<file path="src/rtl/seq_divider32.sv">
// Iterative radix-2 restoring divider producing one quotient bit per clock.
// Define SIGNED_DIV_EN to add the signed_op input for two's-complement division.
module seq_divider32 #(
    parameter int WIDTH = 32
) (
    input  logic             clk,
    input  logic             rst_n,
    input  logic             in_valid,
    output logic             in_ready,
    input  logic [WIDTH-1:0] dividend,
    input  logic [WIDTH-1:0] divisor,
`ifdef SIGNED_DIV_EN
    input  logic             signed_op,
`endif
    output logic             out_valid,
    input  logic             out_ready,
    output logic [WIDTH-1:0] quotient,
    output logic [WIDTH-1:0] remainder,
    output logic             div_by_zero,
    output logic             busy
);

    localparam int CW = $clog2(WIDTH);

    typedef enum logic [1:0] {
        IDLE = 2'd0,
        CALC = 2'd1,
        DONE = 2'd2
    } state_t;

    function automatic logic [WIDTH-1:0] negate(input logic [WIDTH-1:0] v);
        return (~v) + {{(WIDTH-1){1'b0}}, 1'b1};
    endfunction

    state_t           state_q, state_d;
    logic [CW-1:0]    count_q, count_d;
    logic [WIDTH:0]   rem_q, rem_d;
    logic [WIDTH-1:0] quo_q, quo_d;
    logic [WIDTH-1:0] dvsr_q, dvsr_d;
    logic             zero_q, zero_d;
    logic             neg_quo_q, neg_quo_d;
    logic             neg_rem_q, neg_rem_d;
    logic             out_valid_q, out_valid_d;
    logic             in_ready_q, in_ready_d;
    logic             busy_q, busy_d;
    logic [WIDTH-1:0] quotient_q, quotient_d;
    logic [WIDTH-1:0] remainder_q, remainder_d;
    logic             dbz_q, dbz_d;

    logic             dvd_neg_s, dvs_neg_s;
    logic [WIDTH-1:0] dvd_mag_s, dvs_mag_s;
    logic [WIDTH:0]   shifted_s, trial_s, rem_step_s;
    logic [WIDTH-1:0] quo_step_s;

`ifdef SIGNED_DIV_EN
    assign dvd_neg_s = signed_op & dividend[WIDTH-1];
    assign dvs_neg_s = signed_op & divisor[WIDTH-1];
`else
    assign dvd_neg_s = 1'b0;
    assign dvs_neg_s = 1'b0;
`endif

    // Signed operands are reduced to magnitudes; the iteration itself is always unsigned.
    assign dvd_mag_s = dvd_neg_s ? negate(dividend) : dividend;
    assign dvs_mag_s = dvs_neg_s ? negate(divisor) : divisor;

    // One restoring step: shift the next dividend bit into R and trial-subtract the divisor.
    always_comb begin
        shifted_s = {rem_q[WIDTH-1:0], quo_q[WIDTH-1]};
        trial_s   = shifted_s - {1'b0, dvsr_q};
        if (!trial_s[WIDTH]) begin
            rem_step_s = trial_s;
            quo_step_s = {quo_q[WIDTH-2:0], 1'b1};
        end else begin
            rem_step_s = shifted_s;
            quo_step_s = {quo_q[WIDTH-2:0], 1'b0};
        end
    end

    // Next-state and next-output logic for the IDLE/CALC/DONE controller.
    always_comb begin
        state_d     = state_q;
        count_d     = count_q;
        rem_d       = rem_q;
        quo_d       = quo_q;
        dvsr_d      = dvsr_q;
        zero_d      = zero_q;
        neg_quo_d   = neg_quo_q;
        neg_rem_d   = neg_rem_q;
        out_valid_d = out_valid_q;
        quotient_d  = quotient_q;
        remainder_d = remainder_q;
        dbz_d       = dbz_q;

        case (state_q)
            IDLE: begin
                if (in_valid && in_ready_q) begin
                    state_d   = CALC;
                    dvsr_d    = dvs_mag_s;
                    quo_d     = dvd_mag_s;
                    neg_quo_d = dvd_neg_s ^ dvs_neg_s;
                    neg_rem_d = dvd_neg_s;
                    if (divisor == {WIDTH{1'b0}}) begin
                        // Zero divisor skips the iterations; R carries the raw dividend to the result.
                        zero_d  = 1'b1;
                        count_d = {CW{1'b0}};
                        rem_d   = {1'b0, dividend};
                    end else begin
                        zero_d  = 1'b0;
                        count_d = CW'(WIDTH - 1);
                        rem_d   = {(WIDTH+1){1'b0}};
                    end
                end else begin
                    state_d = IDLE;
                end
            end
            CALC: begin
                rem_d   = rem_step_s;
                quo_d   = quo_step_s;
                count_d = count_q - {{(CW-1){1'b0}}, 1'b1};
                if (count_q == {CW{1'b0}}) begin
                    state_d     = DONE;
                    out_valid_d = 1'b1;
                    if (zero_q) begin
                        quotient_d  = {WIDTH{1'b1}};
                        remainder_d = rem_q[WIDTH-1:0];
                        dbz_d       = 1'b1;
                    end else begin
                        quotient_d  = neg_quo_q ? negate(quo_step_s) : quo_step_s;
                        remainder_d = neg_rem_q ? negate(rem_step_s[WIDTH-1:0])
                                                : rem_step_s[WIDTH-1:0];
                        dbz_d       = 1'b0;
                    end
                end else begin
                    state_d = CALC;
                end
            end
            DONE: begin
                if (out_ready) begin
                    state_d     = IDLE;
                    out_valid_d = 1'b0;
                end else begin
                    state_d = DONE;
                end
            end
            default: begin
                state_d     = IDLE;
                out_valid_d = 1'b0;
            end
        endcase

        in_ready_d = (state_d == IDLE);
        busy_d     = (state_d != IDLE);
    end

    // State, datapath and registered outputs with synchronous active-low reset.
    always_ff @(posedge clk) begin
        if (!rst_n) begin
            state_q     <= IDLE;
            count_q     <= {CW{1'b0}};
            rem_q       <= {(WIDTH+1){1'b0}};
            quo_q       <= {WIDTH{1'b0}};
            dvsr_q      <= {WIDTH{1'b0}};
            zero_q      <= 1'b0;
            neg_quo_q   <= 1'b0;
            neg_rem_q   <= 1'b0;
            out_valid_q <= 1'b0;
            in_ready_q  <= 1'b1;
            busy_q      <= 1'b0;
            quotient_q  <= {WIDTH{1'b0}};
            remainder_q <= {WIDTH{1'b0}};
            dbz_q       <= 1'b0;
        end else begin
            state_q     <= state_d;
            count_q     <= count_d;
            rem_q       <= rem_d;
            quo_q       <= quo_d;
            dvsr_q      <= dvsr_d;
            zero_q      <= zero_d;
            neg_quo_q   <= neg_quo_d;
            neg_rem_q   <= neg_rem_d;
            out_valid_q <= out_valid_d;
            in_ready_q  <= in_ready_d;
            busy_q      <= busy_d;
            quotient_q  <= quotient_d;
            remainder_q <= remainder_d;
            dbz_q       <= dbz_d;
        end
    end

    assign out_valid   = out_valid_q;
    assign in_ready    = in_ready_q;
    assign busy        = busy_q;
    assign quotient    = quotient_q;
    assign remainder   = remainder_q;
    assign div_by_zero = dbz_q;

endmodule

</file>
<file path="config.mk">
export PLATFORM = sky130hd
export DESIGN_NAME = seq_divider32
export DESIGN_NICKNAME = d
export VERILOG_FILES = /design/src/rtl/seq_divider32.sv
export SDC_FILE = /design/constraint.sdc
export NUM_CORES = 1
export LEC_CHECK = 0
export BUFFER_PORTS_ARGS = -buffer_cell sky130_fd_sc_hd__buf_2
export CAP_MARGIN = 15
export CORE_ASPECT_RATIO = 0.9
export CORE_UTILIZATION = 40
export DETAILED_ROUTE_END_ITERATION = 10
export MAX_ROUTING_LAYER = met4
export PLACE_DENSITY = 0.58
export SYNTH_ARGS = -nofsm -noshare
export SYNTH_HDL_FRONTEND = slang
export SYNTH_SLANG_ARGS = --single-unit
</file>
<file path="constraint.sdc">
create_clock -name clk -period 4.9 [get_ports clk]
set_clock_uncertainty 0.1 [all_clocks]
set_input_delay 0.98 -clock clk [delete_from_list [all_inputs] [get_ports clk]]
set_output_delay 0.98 -clock clk [all_outputs]
set_load 0.005 [all_outputs]
</file>
==> impl_metrics.yaml, run 1 <==
sta:
  rsz0062_at_grt: "no"
  relSlewSlack_pct: 30.4
  fmax_mhz: 275
  fin_ws_ns: 1.26
  slew_violations: 0
  fin_setup_tns_ns: 0
  finalSetupViolations: 0
  holdWs_ns: 0.355
  worstMarginPinSlew_ns: 1.04
  min_period_ns: 3.64
  hold_violations: 0
  finalCritPeriodShare_pct: 74.3
routing:
  firstDrtPassIters: 5
  drt_iter0_drc: 585
  drt-wirelength-per-cell_um: 17.4
  drtAntennaViolNets: 0
  routed_wl_mm: 28.1
  vias: 8910
  routed_via_density: 5.54
  drc: 0
cells_and_area:
  multi_input_area_um2: 5290
  final_net_count: 1402
  stdcell_count: 1609
  layout-drive-gt1-share_pct: 17.4
  num_antenna_cells: 0
  syn2layout_area_growth_pct: 14.3
  fill_cells: 2317
  regArea_um2: 3440
  final_util_pct: 47.0
clock_tree:
  ctsResizeCount: 0
  numCtsBuffers: 17
  clk_pin_slew_worst_paths_ns: 0.06
  hold_buffers: 0
  cts_tree: "yes"
  post_cts_buffers: 0
  clk_latency_ns: 0.43
  clk_path_buf_depth: 2
  clock-root-buffer: "clkbuf_16"
  cts.sinks: 172
  h-tree-depth: 4
synth:
  syn_avg_cell_area_um2: 7.62
  synthSimpleGateAreaFrac_pct: 24.0
  yosys.cell_types.count: 72
  synth_edf_count: 0
  synthesis.nets: 1327
  synth-main-ff-cell: "dfxtp_1"
  synth_area_um2: 9330
  synthAdderAreaFrac_pct: 4.64
  async_reset_ff_share_pct: 0
  synth_compound_area_share_pct: 21.3
  ys_seq_area_share_pct: 36.9
  muxShareOfSynthArea_pct: 3.82
  syn_inst: 1225
  synth_xor_area_share_pct: 2.64
  synth_top_family_by_area: "simple AND/OR/NAND/NOR gates"
  synth_warnings: 0
  ys_seq_elements: 172
placed_design:
  numPortBuffers: 135
  gp_congestion: 0.889
  dp_hpwl_mm: 19.4
  dp.cells: 1578
  dp_slack_ns: 1.29
worst_setup_path:
  worstSetupEndpointType: "flop"
  path_cells: "inv_1, ha_1, fa_1, and2b_2, o31ai_4, a211oi_2, o211ai_1, nand3_2, xor2_4, buf_4, mux2_2, o211ai_1, a21oi_1"
  cp_max_fo: 44
  cp.arrival_ns: 3.82
  cp_slowest_cell: "buf_4"
  cp_common_cell: "o211ai_1"
  r2r-start: "quo_q[31]"
  startpoint_type: "flop"
  path_class: "reg2reg"
  r2r_cells: 13
  rrSetupSlack_ns: 1.26
  worstReg2RegEnd: "remainder[2]"
  cpPeakStageDelay_ns: 0.54
  crit_path_start: "quo_q[31]"
  required_ns: 5.08
hold_path:
  min_from: "dvsr_q[16]"
  hold_path_end: "dvsr_q[16]"
  hold_class: "reg2reg"
  hold_depth: 2
grt:
  antenna_found_initial: 0
  grt_use_total_pct: 24.3
  grt_max_degree: 74
  grt_pass1_vias: 8473
  overflow: 0
  grt_pass1_wl_mm: 44.5
power:
  irDropWorstVdd_uv: 1120
  p_per_area_nw_per_um2: 902
  leakage_nw: 4.35
floorplanning:
  rows: 52
  chipWidth_um: 163
  start_util_pct: 41.1
  die_y_um: 147
  ios: 136
  core_um2: 22700
  design.die.area_um2: 23900
status:
  status: "finished, final reports clean"
job:
  drv_cap: 0
-- metrics by stage --
step / power [mW] / area [µm²]
after detailed placement: 8.12 / 10100
after CTS: 9.58 / 10700
after global routing: 10.3 / 10700
after floorplan: 6.95 / 9330
after global placement: 8.14 / 10100
final: 9.61 / 10700
-- how the worst max path moves through the flow --
| stage | endpoint | slack (ns) | depth (start not counted) |
|---|---|---|---|
| after floorplan | remainder[2] | 1.92 | 13 |
| after detailed placement | remainder[2] | 1.29 | 13 |
| after CTS | remainder[2] | 1.25 | 13 |
| after global placement | remainder[2] | 1.37 | 13 |
| after global routing | remainder[2] | 1.10 | 13 |
| final | remainder[2] | 1.26 | 13 |
-- state kept, by name, indices dropped and copies added, names as in the netlist --
signal	cells
rem_q	32
busy	1
count_q	5
dvsr_q	32
quo_q	32
state_q	2
out_valid	1
div_by_zero	1
zero_q	1
in_ready	1
remainder	32
quotient	32
-- cell families (layout without fill, tap and decap cells) --
group,after synthesis,count (layout)
buffers and inverters,138,225
AND/OR/NAND/NOR,507,507
flip-flops,172,172
XOR/XNOR,26,26
AO/OA/AOI/OAI,319,319
multiplexers,29,29
adder cells (fa/ha/maj),34,34
-- critical path: cells and delay by family, from the launching register on --
kind                     cells  cell delay, ns
AO/OA/AOI/OAI                5            0.84
XOR/XNOR                     1            0.14
adder cells (fa/ha/maj)      2            0.62
buffers and inverters        2            0.60
flip-flops                   1            0.34
multiplexers                 1            0.42
AND/OR/NAND/NOR              2            0.42
-- cells in the final DEF, fill, tap and decap left out, types with 7 or more instances in the layout --
cell type  instances
a21o_1             8
a21oi_1          111
a31oi_1           45
buf_2            135
buf_4             13
clkbuf_16         17
dfxtp_1          171
ha_1              33
inv_1             45
mux2_2             9
mux2_4            10
nand2_1          203
nand2b_1          10
nand3_1           61
nand4_1            7
nor2_1           110
nor3_1            72
nor3b_1            7
nor4_1            10
o211ai_1           7
o21ai_0           67
o31ai_1           25
xnor2_1           17
xor2_1             8
-- routing by layer --
metal | routed length, µm | share of wire, % | up-vias | GRT usage, %
met5 | 0 | 0 | - | -
met4 | 756 | 2.7 | 0 | 9.02
met3 | 1010 | 3.6 | 42 | 3.53
met2 | 13200 | 47 | 217 | 39.0
met1 | 13100 | 47 | 4196 | 30.8
li1 | - | - | 4455 | -
-- area by class of cell --
type,count,share of cell area [%]
multi-input combinational,915,49.6
inverter,46,1.64
clock buffer,21,4.51
clock inverter,10,1.22
tap,297,3.49
timing repair buffer,148,7.25
sequential,172,32.3
-- power breakdown --
part | internal (mW) | switching (mW) | leakage, nW | total [mW]
Sequential | 1.65 | 0.248 | 1.40 | 1.90
Clock | 0.813 | 0.608 | 0.294 | 1.42
Combinational | 2.72 | 3.58 | 2.65 | 6.30
-- cell usage after synthesis (3+ instances only) --
cell | n | area [µm²]
a21o_1 | 8 | 60.1
a21oi_1 | 111 | 556
a221oi_1 | 4 | 35.0
a311oi_1 | 3 | 26.3
a31o_2 | 3 | 26.3
a31oi_1 | 45 | 282
and2_1 | 4 | 25.0
and3_1 | 4 | 25.0
buf_1 | 5 | 18.8
buf_2 | 4 | 20.0
buf_6 | 8 | 90.1
clkbuf_1 | 68 | 255
clkbuf_8 | 3 | 41.3
dfxtp_1 | 172 | 3440
ha_1 | 33 | 413
inv_1 | 46 | 173
mux2_1 | 4 | 45.0
mux2_2 | 9 | 101
mux2_4 | 10 | 150
mux2i_1 | 6 | 60.1
nand2_1 | 203 | 762
nand2b_1 | 10 | 62.6
nand3_1 | 62 | 310
nand4_1 | 7 | 43.8
nor2_1 | 112 | 420
nor2b_1 | 4 | 25.0
nor3_1 | 72 | 360
nor3b_1 | 7 | 52.6
nor4_1 | 10 | 62.6
o211a_1 | 4 | 40.0
o211ai_1 | 7 | 52.6
o21a_1 | 6 | 45.0
o21ai_0 | 67 | 335
o21bai_1 | 3 | 22.5
o221a_2 | 3 | 33.8
o22ai_1 | 4 | 25.0
o31ai_1 | 25 | 188
or3_1 | 3 | 18.8
xnor2_1 | 17 | 149
xor2_1 | 8 | 70.1
Power figures use the tool's default switching activity.
==> run 2, diff against run 1 <==
- PLACE_DENSITY: 0.58 -> 0.61
- clock period: 4.9 -> 3.3 ns (I/O delays scaled with it)
==> run 2 against run 1 <==
Clock-buffer cell count shrank 4. Critical path depth grew 1. Sequential share of layout area shrank 0.76 points. Sequential cell count is the same. Clock power grew 46%. Cell count grew 1.2%. Largest cell class unchanged. Wire length grew 1.9%. Critical endpoint is now rem_q[20]. Total power grew 67%.
==> impl_metrics.yaml, run 2 (synthesis results as in run 1) <==
sta:
  relSlewSlack_pct: 38.9
  slew_violations: 0
  finalSetupViolations: 0
  fin_ws_ns: 0.0965
  fmax_mhz: 312
  hold_violations: 0
  min_period_ns: 3.20
  holdWs_ns: 0.354
  finalCritPeriodShare_pct: 97.1
  worstMarginPinSlew_ns: 0.916
hold_path:
  min_from: "dvsr_q[29]"
  hold_depth: 2
  hold_path_end: "dvsr_q[29]"
  hold_class: "reg2reg"
routing:
  drt_iter0_drc: 669
  routed_wl_mm: 28.6
  drc: 0
  drtAntennaViolNets: 0
  vias: 9092
  firstDrtPassIters: 5
  routed_via_density: 5.58
  drt-wirelength-per-cell_um: 17.6
clock_tree:
  clk_path_buf_depth: 2
  clk_latency_ns: 0.44
  clock-root-buffer: "clkbuf_16"
  hold_buffers: 0
  clk_pin_slew_worst_paths_ns: 0.07
  cts_tree: "yes"
  numCtsBuffers: 17
  h-tree-depth: 4
  cts.sinks: 172
placed_design:
  dp_slack_ns: 0.0118
  dp_hpwl_mm: 20.0
  numPortBuffers: 135
  gp_congestion: 0.913
  dp.cells: 1590
floorplanning:
  rows: 52
  core_um2: 22700
  die_y_um: 147
  design.die.area_um2: 23900
  start_util_pct: 41.1
  ios: 136
  chipWidth_um: 163
grt:
  grt_use_total_pct: 24.6
  overflow: 0
  antenna_found_initial: 0
  grt_max_degree: 71
  grt_pass1_vias: 8382
  grt_pass1_wl_mm: 44.9
cells_and_area:
  syn2layout_area_growth_pct: 17.1
  layout_common_cells: "nand2_1, dfxtp_1, buf_2"
  fill_cells: 2300
  final_util_pct: 48.1
  layout_commonest_cell: "nand2_1"
  stdcell_count: 1628
  final_net_count: 1420
  num_antenna_cells: 0
  layout-drive-gt1-share_pct: 19.1
worst_setup_path:
  startpoint_type: "flop"
  cp.arrival_ns: 3.40
  required_ns: 3.50
  r2r-start: "quo_q[31]"
  path_class: "reg2reg"
  worstSetupEndpointType: "flop"
  cp_max_fo: 10
  rrSetupSlack_ns: 0.1
  r2r_cells: 14
  worstReg2RegEnd: "rem_q[20]"
power:
  leakage_nw: 4.47
  p_per_area_nw_per_um2: 1470
  irDropWorstVdd_uv: 1120
  finalPower_mw: 16.0
status:
  status: "finished, final reports clean"
job:
  drv_cap: 0
run 2: cell count changes in the layout (fill, tap and decap cells not counted), sizes merged:
cell and delta:
clkbuf -1, bufinv -1, buf +15, clkinv +1, inv +5
run 2: area by class of cell:
cell class,instances,area (µm²),share of cell area (%)
Multi-Input combinational cell,915,5310,48.6
Inverter,46,175,1.60
Clock buffer,17,425,3.89
Tap cell,297,372,3.40
Sequential cell,172,3450,31.5
Clock inverter,15,174,1.59
Timing Repair Buffer,166,1020,9.32
run 2: report_power, final:
group          total [mW]  switching, mW  internal, mW
Clock                2.08          0.996          1.09
Combinational        11.1           5.84          5.27
Sequential           2.83          0.381          2.45
Total                16.0           7.22          8.80
run 2: critical path, stage by stage (launching register included):
cell       delay, ns
dfxtp_2         0.33
inv_1           0.06
ha_2            0.20
fa_2            0.35
and2b_2         0.26
o31ai_4         0.08
a211oi_4        0.33
o211ai_1        0.16
nand3_2         0.15
xor2_4          0.20
buf_6           0.14
clkbuf_16       0.17
mux2_1          0.34
a21oi_1         0.15
nor2_1          0.05
run 2: what timing repair did:
action,in CTS,in global routing
gates resized for setup,0,13
pin swaps,1,3
endpoints found under the hold margin,0,0
setup endpoints to repair,3,54
setup buffers,0,3
gates cloned,0,3
run 2: worst max path at each step:
stage	startpoint	end	slack (ns)	depth (start not counted)
2_1_floorplan	quo_q[31]	remainder[2]	0.32	13
3_5_place_dp	quo_q[31]	remainder[0]	0.01	13
6_report	quo_q[31]	rem_q[20]	0.1	14
5_1_grt	quo_q[31]	rem_q[17]	-0.007	14
4_1_cts	quo_q[31]	rem_q[0]	0.007	13
3_3_place_gp	quo_q[31]	rem_q[0]	0.11	13
run 2: stage by stage:
stage,TNS [ns],cell area [µm²]
after floorplan,0,9330
after global placement,0,10200
after detailed placement,0,10200
after CTS,0,10800
after global routing,-0.0177,10900
final,0,10900
run 2: metal layers:
layer / vias up / routed length (µm) / GRT usage [%]
li1: 4496 / - / -
met1: 4270 / 13100 / 31.8
met2: 288 / 13600 / 39.8
met3: 38 / 1350 / 3.53
met4: 0 / 564 / 6.96
met5: - / 0 / -
